**config.mk**
```make
export PLATFORM = sky130hd
export DESIGN_NAME = multicycle_control_fsm
export DESIGN_NICKNAME = d
export VERILOG_FILES = /design/src/rtl/multicycle_control_fsm.sv
export SDC_FILE = /design/constraint.sdc
export NUM_CORES = 1
export LEC_CHECK = 0
export BUFFER_PORTS_ARGS = -buffer_cell sky130_fd_sc_hd__buf_2
export CAP_MARGIN = 20
export CORE_ASPECT_RATIO = 2
export CORE_MARGIN = 3
export CORE_UTILIZATION = 30
export DETAILED_ROUTE_END_ITERATION = 6
export PLACE_DENSITY = 0.61
export REMOVE_ABC_BUFFERS = 1
export SLEW_MARGIN = 20
export SYNTH_ARGS = -nofsm -noshare
export SYNTH_HDL_FRONTEND = slang
export SYNTH_SLANG_ARGS = --single-unit
```
**constraint.sdc**
```tcl
create_clock -name clk -period 1.95 [get_ports clk]
set_input_delay 0.2925 -clock clk [delete_from_list [all_inputs] [get_ports clk]]
set_output_delay 0.2925 -clock clk [all_outputs]
set_load 0.02 [all_outputs]
```
**src/rtl/multicycle_control_fsm.sv**
```systemverilog
// Moore control FSM for the multicycle MIPS datapath (add/sub/and, addi, lw,
// sw, beq, j). Control outputs are registered: the decode of the next state is
// captured on the same edge that loads the state register, so every output is
// always the pure decode of the current state with no combinational path from
// opcode/funct to the datapath controls.
// state_dbg encoding: 0 RESET, 1 FETCH1, 2 FETCH2, 3 FETCH3, 4 DECODE,
// 5 R_EXEC, 6 R_WB, 7 ADDI_EXEC, 8 ADDI_WB, 9 MEM_ADDR, 10 MEM_RD1, 11 MEM_RD2,
// 12 LW_WB, 13 SW_WRITE, 14 BRANCH, 15 JUMP, 16 EXCEPT.
module multicycle_control_fsm #(
  parameter int STATE_W = 5
) (
  input  logic               clk,
  input  logic               reset,
  input  logic [5:0]         opcode,
  input  logic [5:0]         funct,
  input  logic               zero,
  output logic               ALUSrcA,
  output logic [2:0]         ALUSrcB,
  output logic [2:0]         ALUOp,
  output logic               PCWrite,
  output logic               PCWriteCond,
  output logic [1:0]         PCSource,
  output logic               IorD,
  output logic               MemWR,
  output logic               IRWrite,
  output logic               MDRWrite,
  output logic               ABWrite,
  output logic               ALUOutWrite,
  output logic               RegWrite,
  output logic               RegDst,
  output logic               MemToReg,
  output logic               exception,
  output logic [STATE_W-1:0] state_dbg
);

  typedef enum logic [STATE_W-1:0] {
    S_RESET     = 5'd0,
    S_FETCH1    = 5'd1,
    S_FETCH2    = 5'd2,
    S_FETCH3    = 5'd3,
    S_DECODE    = 5'd4,
    S_R_EXEC    = 5'd5,
    S_R_WB      = 5'd6,
    S_ADDI_EXEC = 5'd7,
    S_ADDI_WB   = 5'd8,
    S_MEM_ADDR  = 5'd9,
    S_MEM_RD1   = 5'd10,
    S_MEM_RD2   = 5'd11,
    S_LW_WB     = 5'd12,
    S_SW_WRITE  = 5'd13,
    S_BRANCH    = 5'd14,
    S_JUMP      = 5'd15,
    S_EXCEPT    = 5'd16
  } state_t;

  typedef struct packed {
    logic       alusrca;
    logic [2:0] alusrcb;
    logic [2:0] aluop;
    logic       pcwrite;
    logic       pcwritecond;
    logic [1:0] pcsource;
    logic       iord;
    logic       memwr;
    logic       irwrite;
    logic       mdrwrite;
    logic       abwrite;
    logic       aluoutwrite;
    logic       regwrite;
    logic       regdst;
    logic       memtoreg;
    logic       exception;
  } ctrl_t;

  localparam logic [5:0] OP_RTYPE = 6'h00;
  localparam logic [5:0] OP_JUMP  = 6'h02;
  localparam logic [5:0] OP_BEQ   = 6'h04;
  localparam logic [5:0] OP_ADDI  = 6'h08;
  localparam logic [5:0] OP_LW    = 6'h23;
  localparam logic [5:0] OP_SW    = 6'h2B;
  localparam logic [5:0] FN_ADD   = 6'h20;
  localparam logic [5:0] FN_SUB   = 6'h22;
  localparam logic [5:0] FN_AND   = 6'h24;
  localparam logic [2:0] ALU_ADD  = 3'b001;
  localparam logic [2:0] ALU_SUB  = 3'b010;
  localparam logic [2:0] ALU_AND  = 3'b011;

  state_t state_r;
  state_t state_next_s;
  ctrl_t  ctrl_r;

  // The branch outcome is resolved in the datapath (PCWriteCond AND zero).
  logic   zero_unused_s;
  assign zero_unused_s = zero;

  // Control decode of one state; funct only matters in R_EXEC.
  function automatic ctrl_t decode_ctrl(input state_t st, input logic [5:0] fn);
    ctrl_t c;
    c = '0;
    case (st)
      S_FETCH1, S_FETCH2: begin
        c.iord  = 1'b0;
        c.memwr = 1'b0;
      end
      S_FETCH3: begin
        c.irwrite  = 1'b1;
        c.alusrca  = 1'b0;
        c.alusrcb  = 3'd1;
        c.aluop    = ALU_ADD;
        c.pcsource = 2'd0;
        c.pcwrite  = 1'b1;
      end
      S_DECODE: begin
        c.abwrite     = 1'b1;
        c.alusrca     = 1'b0;
        c.alusrcb     = 3'd2;
        c.aluop       = ALU_ADD;
        c.aluoutwrite = 1'b1;
      end
      S_R_EXEC: begin
        c.alusrca     = 1'b1;
        c.alusrcb     = 3'd0;
        c.aluoutwrite = 1'b1;
        case (fn)
          FN_SUB:  c.aluop = ALU_SUB;
          FN_AND:  c.aluop = ALU_AND;
          default: c.aluop = ALU_ADD;
        endcase
      end
      S_R_WB: begin
        c.regwrite = 1'b1;
        c.regdst   = 1'b1;
        c.memtoreg = 1'b0;
      end
      S_ADDI_EXEC, S_MEM_ADDR: begin
        c.alusrca     = 1'b1;
        c.alusrcb     = 3'd3;
        c.aluop       = ALU_ADD;
        c.aluoutwrite = 1'b1;
      end
      S_ADDI_WB: begin
        c.regwrite = 1'b1;
        c.regdst   = 1'b0;
        c.memtoreg = 1'b0;
      end
      S_MEM_RD1: c.iord = 1'b1;
      S_MEM_RD2: begin
        c.iord     = 1'b1;
        c.mdrwrite = 1'b1;
      end
      S_LW_WB: begin
        c.regwrite = 1'b1;
        c.regdst   = 1'b0;
        c.memtoreg = 1'b1;
      end
      S_SW_WRITE: begin
        c.iord  = 1'b1;
        c.memwr = 1'b1;
      end
      S_BRANCH: begin
        c.alusrca     = 1'b1;
        c.alusrcb     = 3'd0;
        c.aluop       = ALU_SUB;
        c.pcsource    = 2'd1;
        c.pcwritecond = 1'b1;
      end
      S_JUMP: begin
        c.pcsource = 2'd2;
        c.pcwrite  = 1'b1;
      end
      S_EXCEPT: c.exception = 1'b1;
      default:  c = '0;
    endcase
    return c;
  endfunction

  // Next-state logic; opcode/funct are only looked at in DECODE and MEM_ADDR.
  always_comb begin
    state_next_s = S_RESET;
    case (state_r)
      S_RESET:     state_next_s = S_FETCH1;
      S_FETCH1:    state_next_s = S_FETCH2;
      S_FETCH2:    state_next_s = S_FETCH3;
      S_FETCH3:    state_next_s = S_DECODE;
      S_DECODE: begin
        case (opcode)
          OP_RTYPE: begin
            if ((funct == FN_ADD) || (funct == FN_SUB) || (funct == FN_AND)) begin
              state_next_s = S_R_EXEC;
            end else begin
              state_next_s = S_EXCEPT;
            end
          end
          OP_ADDI:       state_next_s = S_ADDI_EXEC;
          OP_LW, OP_SW:  state_next_s = S_MEM_ADDR;
          OP_BEQ:        state_next_s = S_BRANCH;
          OP_JUMP:       state_next_s = S_JUMP;
          default:       state_next_s = S_EXCEPT;
        endcase
      end
      S_R_EXEC:    state_next_s = S_R_WB;
      S_R_WB:      state_next_s = S_FETCH1;
      S_ADDI_EXEC: state_next_s = S_ADDI_WB;
      S_ADDI_WB:   state_next_s = S_FETCH1;
      S_MEM_ADDR: begin
        if (opcode == OP_LW) begin
          state_next_s = S_MEM_RD1;
        end else begin
          state_next_s = S_SW_WRITE;
        end
      end
      S_MEM_RD1:   state_next_s = S_MEM_RD2;
      S_MEM_RD2:   state_next_s = S_LW_WB;
      S_LW_WB:     state_next_s = S_FETCH1;
      S_SW_WRITE:  state_next_s = S_FETCH1;
      S_BRANCH:    state_next_s = S_FETCH1;
      S_JUMP:      state_next_s = S_FETCH1;
      S_EXCEPT:    state_next_s = S_EXCEPT;
      default:     state_next_s = S_RESET;
    endcase
  end

  // State register plus registered decode of the state being entered.
  always_ff @(posedge clk) begin
    if (reset) begin
      state_r <= S_RESET;
      ctrl_r  <= '0;
    end else begin
      state_r <= state_next_s;
      ctrl_r  <= decode_ctrl(state_next_s, funct);
    end
  end

  assign ALUSrcA     = ctrl_r.alusrca;
  assign ALUSrcB     = ctrl_r.alusrcb;
  assign ALUOp       = ctrl_r.aluop;
  assign PCWrite     = ctrl_r.pcwrite;
  assign PCWriteCond = ctrl_r.pcwritecond;
  assign PCSource    = ctrl_r.pcsource;
  assign IorD        = ctrl_r.iord;
  assign MemWR       = ctrl_r.memwr;
  assign IRWrite     = ctrl_r.irwrite;
  assign MDRWrite    = ctrl_r.mdrwrite;
  assign ABWrite     = ctrl_r.abwrite;
  assign ALUOutWrite = ctrl_r.aluoutwrite;
  assign RegWrite    = ctrl_r.regwrite;
  assign RegDst      = ctrl_r.regdst;
  assign MemToReg    = ctrl_r.memtoreg;
  assign exception   = ctrl_r.exception;
  assign state_dbg   = state_r;

endmodule

```
Word level (Yosys, flattened, before mapping):

Index checks and enable logic that the tools add are counted.

* bits in registers: 26
* input bits: 15
* output and inout bits: 26
* logic and storage cells: 82

* eq/ne operators: 38
* muxes and demuxes: 17
* reduce and logical (&&, ||, !) cells: 10

Operators with widths (count)
* == test 5 x 4 -> 1 bit, second input constant: 16
* one-hot mux 5 bit (11 select lines): 1
* == test 5 x 3 -> 1 bit, second input constant: 8
* one-hot mux 7 bit (5 select lines): 1
* == test 6 bit, second input constant: 5
* one-hot mux 5 bit (5 select lines): 1
* == test 5 x 2 -> 1 bit, second input constant: 3
* == test 5 bit, second input constant: 2
* 2-to-1 mux 1 bit: 9
* one-hot mux 3 bit (3 select lines): 1
* one-hot mux 2 bit (2 select lines): 2
* OR reduction 7 bit: 1
* == test 6 x 2 -> 1 bit, second input constant: 1
* == test 6 x 3 -> 1 bit, second input constant: 1
* == test 6 x 4 -> 1 bit, second input constant: 1
* zero test 6 bit: 1
* OR reduction 2 bit: 3
* == test 5 x 1 -> 1 bit, second input constant: 1
* zero test 5 bit: 1
* 2-to-1 mux 5 bit: 1
* OR reduction 4 bit: 1
* 2-to-1 mux 3 bit: 1
* OR reduction 3 bit: 1
* logical OR 1 bit: 2

Longest topological paths before layout:

* depth after elaboration: 9
* gate-level depth with buffers: 9

Worst setup path before layout:

No wires, ideal clock.

* path type: reg-to-reg
* start: register state_r[1] (netlist: state_dbg[1])
* end: register ctrl_r (netlist bit ALUOp[1])
* setup time: 0.103 ns
* arrival time: 1.921 ns
* path slack: -0.074 ns
* stages on the path, launching flop included: 9
* path buffers: 1
* clock period less this slack: 2.024 ns
* path through: dfxtp_1 > buf_2 > nor2_1 > o31a_1 > a21oi_1 > nand2_1 > nor3_1 > a22oi_2 > a2111oi_2

* word-level cells in the longest chain between the ends: 6

RTL lines
* start: declaration: line 88 `state_t state_r;`
* start signal: assignment: line 229 `state_r <= state_next_s;`
* == test 5 x 4 -> 1 bit, or another cell as far along: line 180 `case (state_r)`
* OR reduction 7 bit (no line)
* one-hot mux 5 bit (11 select lines) (*): line 180
* == test 5 x 3 -> 1 bit or == test 5 x 4 -> 1 bit (tied branches): line 100 `case (st)`
* OR reduction 2 bit
* one-hot mux 7 bit (5 select lines) (*): line 100
* end signal: assignment: line 230 `ctrl_r <= decode_ctrl(state_next_s, funct);`
* end: declaration: line 90 `ctrl_t ctrl_r;`

Mark *: on every way between the ends. The rest lies on a longest branch, timed or not.
A chain may end at the register's enable or synchronous reset.

Worst setup path in the final report:

* start: register state_r[1] (netlist: state_dbg[1])
* end: register ctrl_r (netlist bit ALUSrcB[1])

Same word-level chain as after synthesis.

==> results.py <==
metrics = {
    "status": {
        "outcome": "complete, no violations",
    },
    "critical_path": {
        "worstPathArrival_ns": 2.11,
        "crit_start": "state_dbg[1]",
        "cp.required_ns": 2.12,
        "critPathSlowestCell": "dfxtp_4",
        "cpPeakStageDelay_ns": 0.38,
        "setup.worst_path.start_class": "register",
        "timing.critical_path.to": "ALUSrcB[1]",
        "r2r_slack_ns": 0.01,
        "r2r-end": "ALUSrcB[1]",
        "reg2reg_depth": 9,
        "path_cells": "buf_6, inv_4, a211oi_2, a311oi_2, o31a_4, mux2i_1, a22oi_2, buf_4, a221oi_2",
        "path_class": "register to register",
        "r2r-start": "state_dbg[1]",
        "crit_fanout": 6,
        "worst_setup_path_end_kind": "register",
    },
    "cts": {
        "clockBufferDepth": 2,
        "insertion_delay_ns": 0.25,
        "htreeDepth": 1,
        "cts_hold_buf": 0,
        "cts-root-buf": "clkbuf_8",
        "cts_buffers": 3,
        "tritoncts": "yes",
        "cts.sinks": 24,
        "path_clk_slew_ns": 0.07,
    },
    "detailed_routing": {
        "detail_route.first_pass.iterations": 2,
        "drc": 0,
        "via_per_inst": 5.04,
        "wl_per_cell_um": 12.6,
        "ant_nets": 0,
        "vias": 1345,
        "wl_um": 3360,
        "drtIter0Drc": 15,
    },
    "timing": {
        "hold_viol_final": 0,
        "fmax_ghz": 0.516,
        "finalWorstSetupSlack_ns": 0.0102,
        "rsz0062_at_grt": "yes",
        "fin_crit_sh_pct": 99.5,
        "slew_viol_final": 0,
        "fin_tns_setup_ns": 0,
        "finalCriticalPeriod_ns": 1.94,
        "final-setup-viol-count": 0,
        "skew_ns": 0.00424,
    },
    "synth": {
        "synth_top_area_share_pct": 37.5,
        "synth-seq-cells": 24,
        "ys.warnings.count": 0,
        "avgSynthCellArea_sq_um": 9.14,
        "yosysTopAreaCell": "dfxtp_1",
        "synth.distinct_cells": 54,
        "netlist_area_sq_um": 1280,
        "syn_inst": 140,
        "synth_area_leaders": "dfxtp_1 38%, nor2_1 5.3%, a21oi_4 2.5%",
        "ys_seq_area_share_pct": 37.5,
    },
    "grt": {
        "grt_usage_pct": 12.9,
        "grtUsageMet1_pct": 12.5,
        "top_usage_layer": "met2",
        "antenna_found_initial": 0,
        "use_met3_pct": 1.07,
        "grt_pass1_vias": 1181,
        "grt_pass1_wl_um": 5130,
        "grt_max_degree": 16,
        "met2_usage_pct": 26.1,
        "grt_overflow_total": 0,
    },
    "floorplanning": {
        "pin_count": 41,
        "die_height_um": 98.4,
        "row_count": 33,
        "die_w_um": 52.2,
        "start_util_pct": 31.3,
        "dieArea_sq_um": 5130,
        "fp.coreArea_sq_um": 4090,
    },
    "placement": {
        "port_buffers": 37,
        "hpwl_um": 2710,
        "placed_area_sq_um": 1760,
        "gp_congestion": 0.802,
        "post-place-ws_ns": -0.252,
    },
    "hold_path": {
        "hold_path_class": "input pin to register",
        "min_path_cells": 2,
    },
    "flow_run": {
        "max-cap-violations": 0,
    },
    "layout": {
        "antenna_cells": 0,
        "multi_input_area_sq_um": 846,
        "nFillCells": 392,
        "nets": 232,
        "fin_util_pct": 49.1,
        "layout_common_cells": "38 x buf_2, 38 x buf_4, 19 x dfxtp_1",
        "drive_gt1_share_pct": 59.1,
        "area_growth_pct": 56.8,
        "register_area_sq_um": 494,
        "fin_area_sq_um": 2010,
    },
    "power_and_ir_drop": {
        "total_power_w": 0.00112,
        "ir_worst_vdd_mv": 0.328,
        "powerDensity_nw_per_um2": 557,
        "p_leak_nw": 0.895,
    },
}
==> worst max-delay path: cells and delay by family (launching register included) <==
family / cells / cell delay [ns]
DFF: 1 / 0.38
muxes: 1 / 0.23
AOI/OAI and AO/OA: 5 / 0.91
buffers and inverters: 3 / 0.35
==> worst min-delay path by stage <==
stage | slack, ns | startpoint | end
3_5_place_dp | 0.63 | state_dbg[0] | state_dbg[4]
5_1_grt | 0.40 | reset | ABWrite
3_3_place_gp | 0.62 | state_dbg[0] | state_dbg[4]
6_report | 0.38 | reset | state_dbg[0]
4_1_cts | 0.38 | reset | state_dbg[0]
2_1_floorplan | 0.36 | reset | ALUOp[1]
==> report_power, final <==
group | leakage, nW | internal (W) | total (W) | switching, W
clock network | 0.0216 | 0.000137 | 0.000265 | 0.000127
logic | 0.677 | 0.000168 | 0.000339 | 0.000171
registers | 0.197 | 0.000502 | 0.000514 | 0.0000124
==> cells by family after synthesis <==
group | Yosys count | synth area share (%)
buffers and inverters | 16 | 7.04
XOR/XNOR | 2 | 1.37
multiplexers | 2 | 1.56
other | 1 | 0.293
AO/OA/AOI/OAI | 36 | 23.1
AND/OR/NAND/NOR | 59 | 29.1
flip-flops | 24 | 37.5
==> state kept, by name, summed over array words and instances (netlist names) <==
name	count
MemToReg	1
RegWrite	1
PCWriteCond	1
ALUOp	2
MDRWrite	1
RegDst	1
MemWR	1
ALUOutWrite	1
PCWrite	1
IorD	1
state_dbg	5
IRWrite	1
ALUSrcB	2
ALUSrcA	1
ABWrite	1
exception	1
PCSource	2
==> through the flow <==
stage	hold slack, ns	instances
global placement	0.624	258
detailed placement	0.633	258
CTS	0.378	261
finish	0.385	267
floorplan	0.361	132
global route	0.398	267
==> cell type report <==
class / instances / share of cell area, %
well taps: 52 / 3.24
flip-flops and latches: 24 / 24.6
multi-input cells: 101 / 42.1
repair buffers: 80 / 26.4
inverters: 7 / 1.56
clock buffers: 3 / 2.06
==> layer usage <==
metal  part of all wire, %  vias to the layer above
met5                     0                        -
met3                   4.7                        8
met2                    57                       42
met1                    34                      630
met4                   3.7                        0
li1                      -                      665
==> timing repair <==
action | 4_1_cts | 5_1_grt
setup buffers | 0 | 5
gates cloned | 0 | 1
pin swaps | 3 | 17
endpoints found under the setup margin | 12 | 12
resized for setup | 10 | 30
==> synthesized netlist by cell type, drive strengths merged <==
library cell and number:
o31a 2, and3 4, nor2b 2, nand3 2, xor2 2, nor3 5, or4b 1, and4 1
or3 1, a311oi 2, mux2i 2, and4b 1, o311a 1, o211ai 3, nand2b 1, clkbuf 1
o21ai 8, nor3b 1, nand4b 1, a31o 1, a2111oi 2, a21oi 7, or4 2, a21o 1
conb 1, a2bb2oi 1, a211oi 3, inv 7, a221oi 1, nor2 19, dfxtp 24, nor4b 4
a22oi 2, buf 8, nand4 2, nor4 2, nand2 7, and2 3, o31ai 2
Power figures use the tool's default switching activity.
